==> src/rtl/fetch_unit_if.sv <==
// fetch_unit_if: control-unit command inputs, instruction-memory handshake and
// fetch-stage status outputs, bundled for the fetch_unit port list.
interface fetch_unit_if #(
  parameter int unsigned XLEN = 64
);
  // control unit commands and ALU results
  logic            pc_write;
  logic            pc_write_cond;
  logic            branch_op;
  logic            pc_src;
  logic            load_ir;
  logic            alu_zero;
  logic [XLEN-1:0] alu_result;
  logic [XLEN-1:0] alu_out;
  // instruction memory handshake
  logic            imem_req;
  logic [XLEN-1:0] imem_addr;
  logic            imem_ack;
  logic [31:0]     imem_rdata;
  // fetch stage status
  logic [XLEN-1:0] pc;
  logic [31:0]     instruction;
  logic            fetch_busy;
  logic            fetch_err;

  // fetch unit side
  modport master (
    input  pc_write, pc_write_cond, branch_op, pc_src, load_ir, alu_zero,
    input  alu_result, alu_out, imem_ack, imem_rdata,
    output imem_req, imem_addr, pc, instruction, fetch_busy, fetch_err
  );

  // control unit / instruction memory side
  modport slave (
    output pc_write, pc_write_cond, branch_op, pc_src, load_ir, alu_zero,
    output alu_result, alu_out, imem_ack, imem_rdata,
    input  imem_req, imem_addr, pc, instruction, fetch_busy, fetch_err
  );
endinterface

==> src/rtl/fetch_unit.sv <==
// fetch_unit: PC register plus instruction-fetch FSM (IDLE/WAIT) feeding the
// multicycle control unit. PC writes are honoured in any state and never move
// the address of an outstanding fetch; misaligned fetches return a zero word
// and a one-cycle fetch_err pulse.
// Optional feature: define FETCH_TIMEOUT_EN to abort a fetch after ACK_TIMEOUT
// WAIT cycles without imem_ack (instruction cleared, fetch_err pulsed).
module fetch_unit #(
  parameter int unsigned     XLEN        = 64,
  parameter logic [XLEN-1:0] RESET_PC    = '0,
  parameter int unsigned     ACK_TIMEOUT = 15
) (
  input  logic         clk,
  input  logic         rst,
  fetch_unit_if.master bus
);

  localparam logic [0:0] ST_IDLE = 1'b0;
  localparam logic [0:0] ST_WAIT = 1'b1;

  // Reject out-of-range timeout at elaboration
  if (ACK_TIMEOUT == 0 || ACK_TIMEOUT > 255) begin : g_bad_timeout
    $error("fetch_unit: ACK_TIMEOUT must be in 1..255");
  end

  logic [0:0]      state_q, state_d;
  logic [XLEN-1:0] pc_q, pc_d;
  logic [31:0]     instr_q, instr_d;
  logic            req_q, req_d;
  logic [XLEN-1:0] addr_q, addr_d;
  logic            err_q, err_d;
  logic            pc_we_c;

`ifdef FETCH_TIMEOUT_EN
  localparam logic [7:0] TO_LAST = 8'(ACK_TIMEOUT - 1);
  logic [7:0] cnt_q, cnt_d;
`endif

  // PC write enable: unconditional, or branch taken (BEQ/BNE via branch_op)
  assign pc_we_c = bus.pc_write | (bus.pc_write_cond & (bus.alu_zero ^ bus.branch_op));

  // State and datapath registers
  always_ff @(posedge clk or negedge rst) begin
    if (!rst) begin
      state_q <= ST_IDLE;
      pc_q    <= RESET_PC;
      instr_q <= '0;
      req_q   <= 1'b0;
      addr_q  <= '0;
      err_q   <= 1'b0;
`ifdef FETCH_TIMEOUT_EN
      cnt_q   <= '0;
`endif
    end else begin
      state_q <= state_d;
      pc_q    <= pc_d;
      instr_q <= instr_d;
      req_q   <= req_d;
      addr_q  <= addr_d;
      err_q   <= err_d;
`ifdef FETCH_TIMEOUT_EN
      cnt_q   <= cnt_d;
`endif
    end
  end

  // Next-state and register-update logic
  always_comb begin
    state_d = state_q;
    pc_d    = pc_q;
    instr_d = instr_q;
    req_d   = req_q;
    addr_d  = addr_q;
    err_d   = 1'b0;
`ifdef FETCH_TIMEOUT_EN
    cnt_d   = cnt_q;
`endif

    if (pc_we_c) begin
      pc_d = bus.pc_src ? bus.alu_out : bus.alu_result;
    end

    case (state_q)
      ST_IDLE: begin
        if (bus.load_ir) begin
          if (pc_q[1:0] == 2'b00) begin
            // fetch from the PC as it was before any same-edge update
            addr_d  = pc_q;
            req_d   = 1'b1;
            state_d = ST_WAIT;
`ifdef FETCH_TIMEOUT_EN
            cnt_d   = '0;
`endif
          end else begin
            instr_d = '0;
            err_d   = 1'b1;
          end
        end
      end
      ST_WAIT: begin
        if (bus.imem_ack) begin
          // ack beats a coincident timeout
          instr_d = bus.imem_rdata;
          req_d   = 1'b0;
          state_d = ST_IDLE;
`ifdef FETCH_TIMEOUT_EN
        end else if (cnt_q == TO_LAST) begin
          instr_d = '0;
          req_d   = 1'b0;
          err_d   = 1'b1;
          state_d = ST_IDLE;
        end else begin
          cnt_d = cnt_q + 8'd1;
`endif
        end
      end
      default: begin
        state_d = ST_IDLE;
        req_d   = 1'b0;
      end
    endcase
  end

  assign bus.pc          = pc_q;
  assign bus.instruction = instr_q;
  assign bus.imem_req    = req_q;
  assign bus.imem_addr   = addr_q;
  assign bus.fetch_err   = err_q;
  assign bus.fetch_busy  = (state_q == ST_WAIT);

endmodule

==> src/flat_wrapper.sv <==
// flat-port wrapper written by rule: the top's interface ports become plain ports
module fetch_unit_flat 
#(
  parameter int unsigned     XLEN        = 64,
  parameter logic [XLEN-1:0] RESET_PC    = '0,
  parameter int unsigned     ACK_TIMEOUT = 15
)
  (clk, rst, bus_pc_write, bus_pc_write_cond, bus_branch_op, bus_pc_src, bus_load_ir, bus_alu_zero, bus_alu_result, bus_alu_out, bus_imem_ack, bus_imem_rdata, bus_imem_req, bus_imem_addr, bus_pc, bus_instruction, bus_fetch_busy, bus_fetch_err);
  fetch_unit_if #(.XLEN(XLEN)) bus_i ();
  input  logic clk;
  input  logic rst;
  input wire logic [$bits(bus_i.pc_write)-1:0] bus_pc_write;
  input wire logic [$bits(bus_i.pc_write_cond)-1:0] bus_pc_write_cond;
  input wire logic [$bits(bus_i.branch_op)-1:0] bus_branch_op;
  input wire logic [$bits(bus_i.pc_src)-1:0] bus_pc_src;
  input wire logic [$bits(bus_i.load_ir)-1:0] bus_load_ir;
  input wire logic [$bits(bus_i.alu_zero)-1:0] bus_alu_zero;
  input wire logic [$bits(bus_i.alu_result)-1:0] bus_alu_result;
  input wire logic [$bits(bus_i.alu_out)-1:0] bus_alu_out;
  input wire logic [$bits(bus_i.imem_ack)-1:0] bus_imem_ack;
  input wire logic [$bits(bus_i.imem_rdata)-1:0] bus_imem_rdata;
  output wire logic [$bits(bus_i.imem_req)-1:0] bus_imem_req;
  output wire logic [$bits(bus_i.imem_addr)-1:0] bus_imem_addr;
  output wire logic [$bits(bus_i.pc)-1:0] bus_pc;
  output wire logic [$bits(bus_i.instruction)-1:0] bus_instruction;
  output wire logic [$bits(bus_i.fetch_busy)-1:0] bus_fetch_busy;
  output wire logic [$bits(bus_i.fetch_err)-1:0] bus_fetch_err;
  assign bus_i.pc_write = bus_pc_write;
  assign bus_i.pc_write_cond = bus_pc_write_cond;
  assign bus_i.branch_op = bus_branch_op;
  assign bus_i.pc_src = bus_pc_src;
  assign bus_i.load_ir = bus_load_ir;
  assign bus_i.alu_zero = bus_alu_zero;
  assign bus_i.alu_result = bus_alu_result;
  assign bus_i.alu_out = bus_alu_out;
  assign bus_i.imem_ack = bus_imem_ack;
  assign bus_i.imem_rdata = bus_imem_rdata;
  assign bus_imem_req = bus_i.imem_req;
  assign bus_imem_addr = bus_i.imem_addr;
  assign bus_pc = bus_i.pc;
  assign bus_instruction = bus_i.instruction;
  assign bus_fetch_busy = bus_i.fetch_busy;
  assign bus_fetch_err = bus_i.fetch_err;
  fetch_unit #(.XLEN(XLEN), .RESET_PC(RESET_PC), .ACK_TIMEOUT(ACK_TIMEOUT)) u_core (.clk(clk), .rst(rst), .bus(bus_i));
endmodule
==> config.mk <==
export PLATFORM = sky130hd
export DESIGN_NAME = fetch_unit_flat
export DESIGN_NICKNAME = d
export VERILOG_FILES = /design/src/rtl/fetch_unit_if.sv /design/src/rtl/fetch_unit.sv /design/src/flat_wrapper.sv
export SDC_FILE = /design/constraint.sdc
export NUM_CORES = 1
export LEC_CHECK = 0
export ABC_AREA = 1
export CORE_MARGIN = 2
export CORE_UTILIZATION = 42
export DETAILED_ROUTE_END_ITERATION = 10
export HOLD_SLACK_MARGIN = 0.05
export PLACE_DENSITY = 0.8
export SETUP_SLACK_MARGIN = 0.1
export SYNTH_ARGS = -nofsm -noshare
export SYNTH_HDL_FRONTEND = slang
export SYNTH_SLANG_ARGS = --single-unit
==> constraint.sdc <==
create_clock -name clk -period 1.7 [get_ports clk]
set_input_delay 0.17 -clock clk [delete_from_list [all_inputs] [get_ports clk]]
set_output_delay 0.17 -clock clk [all_outputs]
set_load 0.05 [all_outputs]
==> run summary <==
Outcome - completed
RSZ-0062 raised after global routing - no
Sequential Power Share - 32.6%
Crit share post-route - 90.4%
CTS tree - done
Initial antenna violation count - 0
Internal power component - 9.46 mW
Nets - 1428
Initial Util - 43.1%
Post-synth top area cell - dfrtp_1
Net switching power - 6.82 mW
Vias in the first global route - 6950
Top cells by area, synth - dfrtp_1, nand2_1, nand3_1
Die Y - 138 µm
Cell Rows - 48
Tmin final - 1.54 ns
TritonCTS Sinks - 163
Final setup violation count - 0
VDD IR max - 0.000707 V
Finished Cell Area - 11400 µm²
Final hold violations - 0
Yosys cell types - 21
Leak - 6.17 nW
Sequential-to-total area share from yosys stat - 54.5%
Gpl congestion - 0.854
Clock skew after layout - 0.0111 ns
Drt first pass iters - 4
Crit end category - output pin
Worst-case clock buffer depth - 2
Worst-Margin Slew - 0.524 ns
Vias/cell - 4.81
Fraction of layout cells with a size suffix above 1 - 14.3%
First-pass GRT wire length - 35500 µm
Layout area overhead - 51.6%
Die ar. - 18900 µm²
Crit Path Max Fanout - 33
Area post-placement - 10700 µm²
Port-buffer cells - 331
Root Buffer - clkbuf_16
Core area - 17400 µm²
Total track usage - 24.3%
Largest net degree at the start of global routing - 80
Most instantiated cells after synthesis - nand2_1, dfrtp_1, inv_1
H-Tree Depth - 4
DP HPWL - 16600 µm
Avg Cell Area, Syn - 7.90 µm²
Clock share of power - 26.5%
F_max - 650 MHz
Mapped Area - 7490 µm²
Share of the synthesized area in the top cell type - 54.5%
Startpoint Class - register
Most frequent cell after synthesis - nand2_1
ANT nets after route - 0
Final Slew Violations - 0
Crit path kind - register to output pin
CP arrival - 1.37 ns
Logic pwr share - 40.9%
Max_cap viols - 0
Clock latency on the worst-skew pair - 0.43 ns
Dpl cells - 1464
Grt ovf - 0
Cells after synthesis - 948
Flops & latches, synth - 163
Die Width - 138 µm
Vias post-DR - 7208
P per Cell Area - 1430 nW/µm²
Sum Neg Setup Slack - 0 ns
Routed len/inst - 15.2 µm
Top_reg_cell synth - dfrtp_1
Async SR Flop Fraction - 100%
Net count after synthesis - 1117
Final wirelength - 22800 µm
HP Class - input port to register
Cts bufs inserted - 17
Antenna Cells - 0
DRC - 0
Num ports - 332
Finished Layout Cells - 1497
Initial DRC Count - 403
Worst Path Required - 1.53 ns
Worst slew margin - 65.2%
Switching part of the total power - 41.9%
Post-synth EDFFs - 0
CTS clock-pin slew for the worst setup and hold paths - 0.07 ns
Synth warnings - 0
[sequential cells by signal (all words and copies together) (netlist names)]
signal and count:
u_core.bus.imem_req 1, u_core.bus.instruction 32, u_core.bus.fetch_err 1, u_core.bus.fetch_busy 1, u_core.bus.imem_addr 64, u_core.bus.pc 64
[stage by stage]
step | setup slack, ns | utilization, % | total power [mW] | hold slack [ns]
final | 0.163 | 65.4 | 16.3 | 0.207
after floorplan | 0.211 | - | 9.62 | -0.126
after CTS | 0.124 | 65.4 | 16.4 | 0.187
after detailed placement | 0.127 | 61.8 | 12.2 | 0.106
after global placement | 0.166 | 61.8 | 12.1 | 0.104
after global routing | 0.116 | 65.4 | 17.0 | 0.217
[power by group through the flow]
stage          Clock, mW  Sequential (mW)  Combinational (mW)
2_1_floorplan          0             8.33                1.29
3_3_place_gp           0             5.34                6.80
3_5_place_dp           0             5.36                6.87
4_1_cts             4.38             5.30                6.71
5_1_grt             4.55             5.40                7.05
6_report            4.32             5.31                6.65
[worst paths after layout]
kind	start	to	slack [ns]	depth (start not counted)
worst max-delay path	u_core.bus.fetch_busy	bus_fetch_busy	0.16	2
worst min-delay path	bus_pc_src	u_core.bus.pc[19]	0.21	5
worst max register to register	u_core.bus.pc[1]	u_core.bus.instruction[31]	0.25	5
worst min register to register	u_core.bus.imem_addr[1]	u_core.bus.imem_addr[1]	0.46	2
max in group asynchronous	rst	u_core.bus.imem_addr[18]	0.81	3
min in group asynchronous	rst	u_core.bus.imem_addr[0]	0.22	2
[cells by family (layout without fill, tap and decap cells)]
group / after synthesis / in the layout / synth area share (%)
AND/OR/NAND/NOR: 587 / 587 / 32.9
flip-flops: 163 / 163 / 54.5
buffers and inverters: 132 / 456 / 8.20
AO/OA/AOI/OAI: 66 / 66 / 4.41
[cell usage in the layout, fill, tap and decap left out]
cell / count
nor2_2: 1
nand3b_1: 32
clkinv_4: 4
o21ai_1: 4
dfrtp_1: 163
nor2_1: 1
o21ai_0: 62
clkinvlp_4: 2
clkbuf_1: 3
nor2_4: 2
inv_1: 69
buf_4: 129
inv_2: 2
clkbuf_16: 17
buf_6: 1
nor2_8: 1
nand2_2: 2
dlygate4sd2_1: 44
dlygate4sd3_1: 1
nand2_4: 1
buf_8: 1
nand3_2: 1
nand3_1: 64
nand3_4: 1
bufinv_16: 6
buf_12: 10
nand2_1: 481
clkdlybuf4s50_1: 166
inv_4: 1
[final cells by class]
class / count / area, µm²
Inverter: 72 / 273
Timing Repair Buffer: 352 / 3250
Clock buffer: 20 / 437
Fill cell: 1461 / 6000
Multi-Input combinational cell: 653 / 2800
Clock inverter: 12 / 230
Tap cell: 225 / 282
Sequential cell: 163 / 4080
[worst max-delay path, stage by stage (launching register included)]
cell and delay (ns):
dfrtp_1 0.49, buf_8 0.27, buf_12 0.17
[layer usage]
layer  global-route usage (%)  vias up  wire length, µm
met3                     6.11       38             1790
met1                     30.5     3329             9130
li1                         -     3549                -
met5                        0        -                0
met4                     8.93        0              637
met2                     40.7      292            11200
[what timing repair did]
| item | CTS | global route |
|---|---|---|
| pin swaps | 0 | 0 |
| hold buffers | 1 | 0 |
| resized for setup | 45 | 1 |
| buffers inserted | 0 | 0 |
| setup endpoints to repair | 45 | 1 |
| hold endpoints to repair | 79 | 0 |
No activity file was read; power rests on OpenSTA's default activity.
